`src/rtl/adder_pkg.sv`:
```
// Shared constants and helpers for the chunked pipelined adder.
package adder_pkg;
  localparam int DEF_WIDTH  = 16;
  localparam int DEF_STAGES = 4;

  function automatic int chunk_w(input int width, input int stages);
    return width / stages;
  endfunction
endpackage

```
`src/rtl/chunk_adder.sv`:
```
// CHUNK-bit combinational adder with carry in and carry out.
module chunk_adder #(
  parameter int CHUNK = 4
) (
  input  logic [CHUNK-1:0] a,
  input  logic [CHUNK-1:0] b,
  input  logic             ci,
  output logic [CHUNK-1:0] s,
  output logic             co
);
  assign {co, s} = {1'b0, a} + {1'b0, b} + {{CHUNK{1'b0}}, ci};
endmodule

```
`src/rtl/pipelined_adder.sv`:
```
// Carry-chained adder split into STAGES chunks, one chunk added per stage, globally stalled.
// Optional signed-overflow output is enabled by defining ADDER_OVF_EN.
module pipelined_adder
  import adder_pkg::*;
#(
  parameter int WIDTH  = DEF_WIDTH,
  parameter int STAGES = DEF_STAGES
) (
  input  logic             clk,
  input  logic             rst_n,
  input  logic             in_valid,
  output logic             in_ready,
  input  logic [WIDTH-1:0] a,
  input  logic [WIDTH-1:0] b,
  input  logic             cin,
  output logic             out_valid,
  input  logic             out_ready,
  output logic [WIDTH-1:0] sum,
  output logic             cout
`ifdef ADDER_OVF_EN
  ,
  output logic             ovf
`endif
);
  localparam int CHUNK = chunk_w(WIDTH, STAGES);

  if (WIDTH % STAGES != 0) begin : g_width_chk
    $error("pipelined_adder: WIDTH must be a multiple of STAGES");
  end

  // One register per stage: a/b carry the not-yet-added upper chunks (skew),
  // s carries the finished lower chunks (deskew), c is the chunk carry.
  typedef struct packed {
    logic             vld;
    logic             c;
    logic [WIDTH-1:0] a;
    logic [WIDTH-1:0] b;
    logic [WIDTH-1:0] s;
  } stg_t;

  stg_t [STAGES-1:0]            stg_q, stg_d, stg_in;
  logic [STAGES-1:0][CHUNK-1:0] ch_s;
  logic [STAGES-1:0]            ch_co;
  logic                         en;

  assign en       = !stg_q[STAGES-1].vld || out_ready;
  assign in_ready = en;

  always_comb begin
    stg_in        = '0;
    stg_in[0].vld = in_valid;
    stg_in[0].c   = cin;
    stg_in[0].a   = a;
    stg_in[0].b   = b;
    for (int k = 1; k < STAGES; k++) stg_in[k] = stg_q[k-1];
  end

  for (genvar k = 0; k < STAGES; k++) begin : g_stg
    chunk_adder #(.CHUNK(CHUNK)) u_chunk (
      .a  (stg_in[k].a[k*CHUNK +: CHUNK]),
      .b  (stg_in[k].b[k*CHUNK +: CHUNK]),
      .ci (stg_in[k].c),
      .s  (ch_s[k]),
      .co (ch_co[k])
    );
  end

  always_comb begin
    stg_d = stg_q;
    if (en) begin
      for (int k = 0; k < STAGES; k++) begin
        stg_d[k]                     = stg_in[k];
        stg_d[k].s[k*CHUNK +: CHUNK] = ch_s[k];
        stg_d[k].c                   = ch_co[k];
      end
    end
  end

  always_ff @(posedge clk or negedge rst_n) begin
    if (!rst_n) stg_q <= '0;
    else        stg_q <= stg_d;
  end

  assign out_valid = stg_q[STAGES-1].vld;
  assign sum       = stg_q[STAGES-1].s;
  assign cout      = stg_q[STAGES-1].c;

`ifdef ADDER_OVF_EN
  logic ovf_q, ovf_d;

  always_comb begin
    ovf_d = ovf_q;
    if (en)
      ovf_d = (stg_d[STAGES-1].a[WIDTH-1] == stg_d[STAGES-1].b[WIDTH-1]) &&
              (stg_d[STAGES-1].s[WIDTH-1] != stg_d[STAGES-1].a[WIDTH-1]);
  end

  always_ff @(posedge clk or negedge rst_n) begin
    if (!rst_n) ovf_q <= 1'b0;
    else        ovf_q <= ovf_d;
  end

  assign ovf = ovf_q;
`endif
endmodule

```
`config.mk`:
```
export PLATFORM = sky130hd
export DESIGN_NAME = pipelined_adder
export DESIGN_NICKNAME = d
export VERILOG_FILES = /design/src/rtl/adder_pkg.sv /design/src/rtl/chunk_adder.sv /design/src/rtl/pipelined_adder.sv
export SDC_FILE = /design/constraint.sdc
export NUM_CORES = 1
export LEC_CHECK = 0
export ABC_AREA = 1
export CORE_ASPECT_RATIO = 1.1
export CORE_MARGIN = 10
export CORE_UTILIZATION = 57
export DETAILED_ROUTE_END_ITERATION = 10
export DONT_BUFFER_PORTS = 1
export PLACE_DENSITY_LB_ADDON = 0.2
export SLEW_MARGIN = 15
export SYNTH_ARGS = -nofsm -noshare
export SYNTH_HDL_FRONTEND = slang
export SYNTH_SLANG_ARGS = --single-unit
```
`constraint.sdc`:
```
create_clock -name clk -period 1.55 [get_ports clk]
set_input_delay 0.0775 -clock clk [delete_from_list [all_inputs] [get_ports clk]]
set_output_delay 0.0775 -clock clk [all_outputs]
set_load 0.01 [all_outputs]
```
Word level (Yosys, flattened, before mapping)
Cells that the tools add are included.
Storage, ports and cells
  memory bits (writable): 0
  memories: 0
  input bits: 37
  bits in read-only memories: 0
  register bits after elaboration: 144
  logic and storage cells: 28
  bits in latches: 0
Cells by class
  mux-type cells: 0
  order comparisons: 0
  shift operators: 0
  reduce and logical (&&, ||, !) cells: 2
  bitwise operators: 0
  $add $sub $neg: 8
  multiply operators: 0
  divide/modulo/power cells: 0
  eq/ne operators: 0
Operator list (count)
  $add A4 B4 Y5: 4
  $add A5 B1 Y5: 4
  $logic_not A1 Y1: 1
  $logic_or A1 B1 Y1: 1

Logic depth before layout (Yosys ltp)
Gate-level depths: netlist (run 1).
  depth after elaboration: 2
  mapped depth: 7

By module
A second synthesis (run 1) with hierarchy kept.
Unflattened totals
  cell total of the unflattened synthesis: 512
  area, all modules: 4455.5 um2
By module, submodules not included
  pipelined_adder: area each 3809.9 um2, cells each 416, instances 1
  chunk_adder at g_stg[0].u_chunk ...: area each 165.2 um2, cells each 25, instances 3
  chunk_adder at g_stg[3].u_chunk: area each 150.1 um2, cells each 21, instances 1

Worst setup path before layout (run 1)
No wires, ideal clock.
  path kind: register -> register
  from: register stg_q, in the netlist stg_in[98]
  to: register stg_q, in the netlist stg_in[148]
  path slack: -0.087 ns
  period minus slack after synthesis: 1.637 ns
  stages on the path, launching flop included: 7
  buffers on the path: 0
  arrival: 1.512 ns
  cell sequence: dfrtp_1 fa_1 fa_1 nand2_1 inv_1 o21ai_0 a21oi_1
On the way
  longest elaborated chain between the ends: 1
Ends and longest elaborated chain
  start, declared: line pipelined_adder.sv:41  | stg_t [STAGES-1:0] stg_q, stg_d, stg_in;
  start signal, assigned: line pipelined_adder.sv:81  | else stg_q <= stg_d;
  $add A5 B1 Y5: line chunk_adder.sv:11  | assign {co, s} = {1'b0, a} + {1'b0, b} + {{CHUNK{1'b0}}, ci};
Every way passes these cells.
A chain may end at the register's enable or synchronous reset.

Worst setup path in the final report (run 1)
  from: register stg_q, in the netlist stg_in[98]
  to: register stg_q, in the netlist stg_in[106]
Same word-level chain as after synthesis.

==> results_dict.tcl, run 1 <==
set metrics [dict create \
    fillers 557 \
    ys_warn_count 0 \
    period_share_pct 102 \
    layout_min_cycle_time_ps 1580 \
    postCtsHoldBufs 27 \
    cts.sink_count 96 \
    drc 0 \
    metal1_wirelength_um 3550 \
    clock-skew-final_ps 7.59 \
    cts-buffers-inserted 9 \
    power.static_leakage_uw 0.00247 \
    grt_start_max_net_pins 97 \
    via_count 2950 \
    synth.area.mux_share_pct 0 \
    die-height_um 110 \
    cts_h_tree_lvls 3 \
    final-seq-area_um2 2400 \
    clockRootBuffer "clkbuf_8" \
    synth_top_area_share_pct 57.7 \
    boundaryPins 56 \
    worst-slew-pin-transition_ps 373 \
    worst_path_maximum_fanout 2 \
    std_cell_rows 32 \
    fmax_mhz 632 \
    drt_wl_total_um 7900 \
    drt_pre_antenna_iters 4 \
    dpl.hpwl_um 5120 \
    report.final.slew_viol_count 0 \
    dominant_combinational_cell_family_by_area_after_synthesis "simple AND/OR/NAND/NOR gates" \
    crit_path_end_kind "register" \
    initial_core_util_pct 59.1 \
    synthSimpleGateAreaFrac_pct 23.3 \
    overflow 0 \
    post_drt_via_cell_ratio 5.03 \
    antenna_cells_inserted 0 \
    layout-drive-gt1-share_pct 8.98 \
    synthAdderAreaFrac_pct 7.45 \
    routed.top_layer "met4" \
    rrSetupSlack_ps -30 \
    fin_nets 553 \
    ys_ff_latch 96 \
    clk-insertion-delay-late_ps 360 \
    tritoncts "done" \
    antenna_violating_nets_post_route 0 \
    fp.dieW_um 101 \
    synthesized_nets 524 \
    report.final.hold_viol_count 96 \
    per_cell_routed_wire_length_um 13.5 \
    globalRouteTotalUtil_pct 15.1 \
    cts.reportedPaths.clkPinSlew_ps 90 \
    ys_top_cells_by_area "dfrtp_1 (58%), nand2_1 (20%), fa_1 (3.8%), ha_1 (3.6%), o21ai_0 (3.6%)" \
    rsz0062_at_grt "true" \
    cp-start-kind "register" \
    timing.critical_path.required_ps 1820 \
    vdd_drop_max_mv 0.954 \
    fin_hold_ws_ps -593 \
    total_power_uw 9020 \
    wire_length_of_the_first_global_routing_pass_um 13600 \
    numPortBuffers 0 \
    post_synth_xor_area_fraction_pct 0 \
    synth_largest_area_cell "dfrtp_1" \
    worst-setup-path-type "register to register" \
    die-area_um2 11100 \
    synth-seq-area-share_pct 57.7 \
    first_global_vias 2960 \
    setup_ws_ps -32.9 \
    hold_path.class "input port to async pin" \
    setup_viol 2 \
    total_standard_cell_area_after_synthesis_um2 4160 \
    routed-wl-met3_um 450 \
    met2_wirelength_um 3760 \
    run_status "finished, violations left" \
    maxCapViolCount 0 \
    timing.critical_path.arrival_ps 1850 \
    power.density_nw_per_um2 1890 \
    netlist-cell-type-count 19 \
    multi_input_area_um2 1540 \
    timing.slew.headroom_pct 75.1 \
    design.core.area_um2 7050 \
    failed_checks "hold timing, setup timing" \
    clockBufferDepth 2 \
    syn-instance-count 467 \
    synth-compound-area-share_pct 5.29 \
    grt_antenna_before_repair 0 \
    drt_iter0_drc 157 \
    pre_cts_setup_slack_ps -69.5 \
    gp_routability_congestion 0.824 \
    postSynthAreaPerCell_um2 8.92 \
    area_growth_pct 14.5 \
]
==> final cells by class <==
type                       instances  share of cell area [%]
clock buffer                      11                    2.75
inverter                          37                    2.91
clock inverter                     5                    1.21
timing repair buffer              38                    8.18
multi-input combinational        314                    32.3
sequential                        96                    50.4
tap                               85                    2.23
==> synthesized netlist by cell type <==
| cell type | instances |
|---|---|
| o31ai_1 | 1 |
| or2_2 | 3 |
| dfrtp_1 | 96 |
| o21ai_1 | 5 |
| fa_1 | 8 |
| nor2_4 | 1 |
| nand3_1 | 11 |
| nand2_1 | 222 |
| a21oi_1 | 5 |
| o21ai_0 | 30 |
| buf_2 | 7 |
| buf_6 | 2 |
| inv_1 | 36 |
| buf_4 | 6 |
| ha_1 | 12 |
| inv_2 | 1 |
| a31oi_1 | 2 |
| nor2_1 | 14 |
| clkbuf_1 | 5 |
==> cells in the final DEF, fill, tap and decap left out, types with 6 or more instances in the layout <==
cell           netlist  final
buf_4                6      8
clkbuf_8             0      9
dfrtp_1             96     96
dlygate4sd3_1        0     27
fa_2                 0      6
ha_1                12     12
inv_1               36     33
nand2_1            222    219
nand3_1             11     10
nor2_1              14     14
o21ai_0             30     26
o21ai_1              5      9
==> sequential cells by signal (all words and copies together), names as in the netlist <==
register and count:
stg_in 78, out_valid 1, cout 1, sum 16
==> timing repair <==
| action | 4_1_cts | 5_1_grt |
|---|---|---|
| buffers inserted | 2 | 3 |
| endpoints found under the hold margin | 122 | 96 |
| resized for setup | 10 | 9 |
| endpoints found under the setup margin | 7 | 10 |
| pin swaps | 6 | 11 |
==> per-layer routing <==
metal  track usage (%)  vias up
li1                  -     1485
met1              19.2     1399
met2              23.6       53
met3              4.96       13
met4              5.38        0
met5                 0        -
==> path summary, 6_finish.rpt <==
path / to / from / cells past startpoint
setup / recovery: stg_in[106] / stg_in[98] / 5
hold / removal: sum[10] / rst_n / 0
setup reg to reg: stg_in[106] / stg_in[98] / 5
hold reg to reg: out_valid / stg_in[199] / 2
max in group asynchronous: stg_in[179] / rst_n / 0
min in group clk: stg_in[51] / b[1] / 3
==> report_power, final <==
part,internal [uW],switching [uW],total (uW)
registers,3590,744,4330
logic,1320,1790,3110
clock network,744,838,1580
total,5650,3370,9020
==> kinds of logic after synthesis <==
group / count (synthesis)
AO/OA/AOI/OAI: 43
adder cells (fa/ha/maj): 20
buffers and inverters: 57
flip-flops: 96
AND/OR/NAND/NOR: 251
==> stage by stage <==
step | hold WS [ps] | util, % | cells | instance area [um^2] | setup TNS, ps
2_1_floorplan | -218 | - | 467 | 4170 | 0
3_3_place_gp | -214 | 60.1 | 538 | 4240 | -69.1
3_5_place_dp | -214 | 60.1 | 538 | 4240 | -325
4_1_cts | -618 | 67.1 | 583 | 4730 | -105
5_1_grt | -621 | 67.7 | 586 | 4770 | -357
6_report | -593 | 67.7 | 586 | 4770 | -62.4
==> critical path, cell delays in order (launching register included) <==
cell	delay, ps
dfrtp_1	410
fa_2	410
fa_2	360
nand2_2	80
inv_2	40
o31ai_2	200
No activity file was read; power rests on OpenSTA's default activity.
==> inputs of run 2 (changes only) <==
CORE_UTILIZATION = 30   (was 57)
==> run 2 against run 1 <==
The flow still finishes with violations (hold timing, setup timing). Highest routed layer unchanged. Cell count grew 18%. Critical path depth grew 1. Critical path type unchanged. Utilization shrank 31 points.
==> results_dict.tcl, run 2 (same netlist as run 1, synthesis figures left out) <==
set metrics [dict create \
    run_status "finished, violations left" \
    failed_checks "hold timing, setup timing" \
    cpPeakStageDelay_ps 430 \
    antenna_cells_inserted 0 \
    per_cell_routed_wire_length_um 12.7 \
    layout-drive-gt1-share_pct 9.94 \
    dpl.hpwl_um 5740 \
    grt_start_max_net_pins 97 \
    clk-insertion-delay-late_ps 340 \
    worst-slew-pin-transition_ps 414 \
    rrSetupSlack_ps -80 \
    period_share_pct 105 \
    fin_hold_ws_ps -571 \
    cp_cell_sequence "fa_2, fa_2, nand2_2, inv_2, o21ai_2, a21oi_1" \
    layout.cells.most_common "nand2_1" \
    commonest_cells_after_routing_fill_and_taps_aside "nand2_1 (219), dfrtp_1 (96), inv_1 (33)" \
    std_cell_rows 45 \
    die-area_um2 19000 \
    comb_power_share_pct 32.4 \
    power.net_switching_uw 3540 \
    postCtsHoldBufs 27 \
    boundaryPins 56 \
    timing.critical_path.arrival_ps 1850 \
    clock-skew-final_ps 6.67 \
    clockBufferDepth 2 \
    cts.sink_count 96 \
    cts.reportedPaths.clkPinSlew_ps 70 \
    finish.instance_area_um2 5080 \
    numPortBuffers 0 \
    timing.slew.headroom_pct 72.4 \
    worst_path_maximum_fanout 2 \
    hold_path.class "input port to async pin" \
    power.share.sequential_pct 43.4 \
    setup_viol 2 \
    power.static_leakage_uw 0.00256 \
    globalRouteTotalUtil_pct 9.69 \
    critical_path.n_buffers_inverters 1 \
    area_growth_pct 21.9 \
    critical-path-top-delay-family "adder cells" \
    design.core.area_um2 13700 \
    cts_h_tree_lvls 3 \
    worst_path_max_delay_cell "fa_2" \
    post_drt_via_cell_ratio 4.25 \
    wire_length_of_the_first_global_routing_pass_um 15200 \
    drt_wl_total_um 8790 \
    post-place-cells 643 \
    fin_nets 555 \
    tritoncts "done" \
    antenna_violating_nets_post_route 0 \
    crit_path_end_kind "register" \
    fillers 1407 \
    drt_pre_antenna_iters 4 \
    fmax_mhz 614 \
    gp_routability_congestion 0.764 \
    cp-start-kind "register" \
    worst-setup-path-type "register to register" \
    critPathMostFrequentCell "fa_2" \
    fp.dieW_um 132 \
    power.share.clock_pct 24.2 \
    swShare_pct 35.3 \
    drc 0 \
    cellInternalPower_uw 6480 \
    report.final.hold_viol_count 96 \
    fin_cells 691 \
    report.final.slew_viol_count 0 \
    power.density_nw_per_um2 1970 \
    placedInstanceArea_um2 4380 \
    total_power_uw 10000 \
    overflow 0 \
    die-height_um 144 \
    first_global_vias 3045 \
    timing.critical_path.required_ps 1770 \
    maxCapViolCount 0 \
    setup_ws_ps -79.3 \
    via_count 2939 \
    cts-buffers-inserted 9 \
    layout_min_cycle_time_ps 1630 \
    rsz0062_at_grt "true" \
    drt_iter0_drc 182 \
    number_of_flip_flops_under_the_largest_register_name 78 \
    clockRootBuffer "clkbuf_16" \
    initial_core_util_pct 30.4 \
    vdd_drop_max_mv 0.535 \
    grt_antenna_before_repair 0 \
]
run 2: what timing repair did:
action,4_1_cts,5_1_grt
hold endpoints to repair,123,96
buffers inserted,2,3
pin swaps,10,12
gates resized for setup,12,11
setup endpoints to repair,8,10
run 2: layout make-up:
class / count / area (um^2) / area share, %
multi-input combinational: 314 / 1560 / 30.6
tap: 188 / 235 / 4.63
inverter: 37 / 144 / 2.83
clock inverter: 5 / 78.8 / 1.55
sequential: 96 / 2400 / 47.3
clock buffer: 11 / 253 / 4.98
timing repair buffer: 40 / 409 / 8.06
run 2: routing by layer:
metal	up-vias	routed length, um	track usage, %
li1	1489	-	-
met1	1398	4180	12.6
met2	36	4030	14.5
met3	16	410	3.21
met4	0	169	3.94
met5	-	0	0
run 2: power groups by stage:
stage | logic (uW) | registers [uW] | clock network, uW
finish | 3250 | 4350 | 2420
global route | 3860 | 4520 | 2610
CTS | 3120 | 4380 | 2490
detailed placement | 2910 | 4410 | 0
global placement | 2820 | 4390 | 0
floorplan | 2260 | 4200 | 0
run 2: worst paths after layout:
check,end,start,cells after the start
worst min register to register,out_valid,stg_in[199],2
worst min-delay path,sum[8],rst_n,0
worst max-delay path,stg_in[148],stg_in[98],6
worst max register to register,stg_in[148],stg_in[98],6
min in group clk,stg_in[50],b[0],3
max in group asynchronous,stg_in[98],rst_n,0
run 2: stage by stage:
step | utilization (%) | setup slack, ps | setup TNS (ps) | hold WS, ps
after detailed placement | 32.0 | -99.1 | -385 | -214
after global placement | 32.0 | -53.8 | -114 | -214
after floorplan | - | 8.84 | 0 | -218
final | 37.1 | -79.3 | -150 | -571
after global routing | 37.1 | -127 | -416 | -587
after CTS | 36.7 | -37.6 | -112 | -583
run 2: worst reg2reg max path: stages (launching register included):
cell     delay [ps]
dfrtp_1         400
fa_2            430
fa_2            380
nand2_2          70
inv_2            40
o21ai_2         120
a21oi_1          80
==> inputs of run 3 (changes only) <==
REMOVE_ABC_BUFFERS = 1   (was not set)
==> run 3 against run 2 <==
The run still ends with hold timing, setup timing left. Power decreased by 2.5%. Via count grew 1.4%. Clock power shrank 5%. Wire length fell by 5.3%. Sequential share of layout area is 0.26 points higher. Non-clock buffer count is 1 lower. Global-route usage shrank 0.26 points. Critical path depth unchanged. Combinational power down 2%. Die area stayed put. Flip-flop and latch count stayed put. Critical endpoint unchanged.
==> results_dict.tcl, run 3 (same netlist as run 1, synthesis figures left out) <==
set metrics [dict create \
    total_power_uw 9770 \
    overflow 0 \
    timing.critical_path.arrival_ps 1800 \
    cellInternalPower_uw 6300 \
    cts.reportedPaths.clkPinSlew_ps 70 \
    antenna_violating_nets_post_route 0 \
    grt_antenna_before_repair 0 \
    layout-drive-gt1-share_pct 10.2 \
    tritoncts "done" \
    globalRouteTotalUtil_pct 9.44 \
    setup_ws_ps -9.17 \
    fin_hold_ws_ps -587 \
    swShare_pct 35.5 \
    commonest_cells_after_routing_fill_and_taps_aside "nand2_1 (219), dfrtp_1 (96), inv_1 (33)" \
    critical_path.n_buffers_inverters 1 \
    clockRootBuffer "clkbuf_16" \
    cts.sink_count 96 \
    maxCapViolCount 0 \
    worst-slew-pin-transition_ps 283 \
    met2_wirelength_um 3930 \
    power.net_switching_uw 3470 \
    area_growth_pct 21.3 \
    setup_viol 1 \
    gp_routability_congestion 0.739 \
    fin_tns_setup_ps -9.17 \
    design.core.area_um2 13700 \
    power.static_leakage_uw 0.00255 \
    boundaryPins 56 \
    numPortBuffers 0 \
    via_count 2981 \
    std_cell_rows 45 \
    cp_cell_sequence "fa_2, fa_2, nand2_2, inv_2, o21ai_2, a21oi_1" \
    die-height_um 144 \
    timing.critical_path.required_ps 1790 \
    timing.slew.headroom_pct 81.2 \
    cp-start-kind "register" \
    critPathMostFrequentCell "fa_2" \
    die-area_um2 19000 \
    cts-buffers-inserted 9 \
    placedInstanceArea_um2 4380 \
    worst_path_max_delay_cell "fa_2" \
    finish.instance_area_um2 5050 \
    period_share_pct 101 \
    post_drt_via_cell_ratio 4.32 \
    initial_core_util_pct 30.4 \
    power.share.sequential_pct 44.1 \
    failed_checks "hold timing, setup timing" \
    clockBufferDepth 2 \
    routed-wl-met3_um 495 \
    drt_wl_total_um 8330 \
    antenna_cells_inserted 0 \
    routed.top_layer "met4" \
    fillers 1412 \
    layout.cells.most_common "nand2_1" \
    vdd_drop_max_mv 0.701 \
    worst-setup-path-type "register to register" \
    report.final.hold_viol_count 96 \
    layout_min_cycle_time_ps 1560 \
    comb_power_share_pct 32.4 \
    drt_iter0_drc 200 \
    fmax_mhz 641 \
    rsz0062_at_grt "true" \
    power.share.clock_pct 23.5 \
    postCtsHoldBufs 27 \
    drt_pre_antenna_iters 4 \
    drc 0 \
    number_of_flip_flops_under_the_largest_register_name 78 \
    clk-insertion-delay-late_ps 350 \
    wire_length_of_the_first_global_routing_pass_um 14600 \
    metal1_wirelength_um 3700 \
    clock-skew-final_ps 6.47 \
    run_status "finished, violations left" \
    worst_path_maximum_fanout 2 \
    crit_path_end_kind "register" \
    power.density_nw_per_um2 1940 \
    cts_h_tree_lvls 3 \
    fin_nets 554 \
    critical-path-top-delay-family "adder cells" \
    fp.dieW_um 132 \
    hold_path.class "input port to async pin" \
    first_global_vias 3120 \
    per_cell_routed_wire_length_um 12.1 \
    report.final.slew_viol_count 0 \
    cpPeakStageDelay_ps 410 \
    dpl.hpwl_um 5160 \
    grt_start_max_net_pins 97 \
]
run 3: metal layers:
metal | track usage, % | up-vias
met5 | 0 | -
met1 | 10.4 | 1430
met2 | 15.4 | 47
li1 | - | 1492
met4 | 5.74 | 0
met3 | 3.42 | 12
run 3: per-stage QoR:
stage          std cells  setup slack [ps]  hold slack, ps  util, %
6_report             690             -9.17            -587     36.9
4_1_cts              690             -46.9            -604     36.7
3_5_place_dp         642              -174            -214     32.0
2_1_floorplan        447             -1180            -218        -
3_3_place_gp         642              -169            -213     32.0
5_1_grt              690             -82.2            -605     36.9
run 3: path summary, 6_finish.rpt:
kind / start / to / slack [ps] / depth (start not counted)
worst max register to register: stg_in[98] / stg_in[148] / -9 / 6
worst min register to register: stg_in[199] / out_valid / 450 / 2
worst max-delay path: stg_in[98] / stg_in[148] / -9 / 6
worst min-delay path: rst_n / sum[3] / -590 / 0
max in group asynchronous: rst_n / stg_in[141] / 1960 / 0
min in group clk: b[1] / stg_in[51] / 60 / 3
run 3: what timing repair did:
item | in CTS | in global routing
pin swaps | 6 | 11
setup buffers | 5 | 0
gates resized for setup | 11 | 14
endpoints found under the setup margin | 7 | 9
gates cloned | 0 | 0
hold endpoints to repair | 122 | 96
run 3: cell type report:
type                       instances  area (um^2)  share of cell area, %
clock inverter                     5         55.1                   1.09
timing repair buffer              39          410                   8.13
tap                              188          235                   4.66
clock buffer                      11          253                   5.00
inverter                          37          140                   2.78
sequential                        96         2400                   47.6
multi-input combinational        314         1550                   30.8
run 3: power groups by stage:
stage	Clock (uW)	Combinational (uW)	Sequential, uW
after floorplan	0	2120	4200
after detailed placement	0	2830	4380
after global routing	2480	3770	4470
after CTS	2390	3090	4340
final	2300	3170	4310
after global placement	0	2790	4350
run 3: worst register-to-register path, cell delays in order, from the launching register on:
cell and delay (ps):
dfrtp_1 400, fa_2 410, fa_2 350, nand2_2 80, inv_2 40, o21ai_2 100, a21oi_1 70
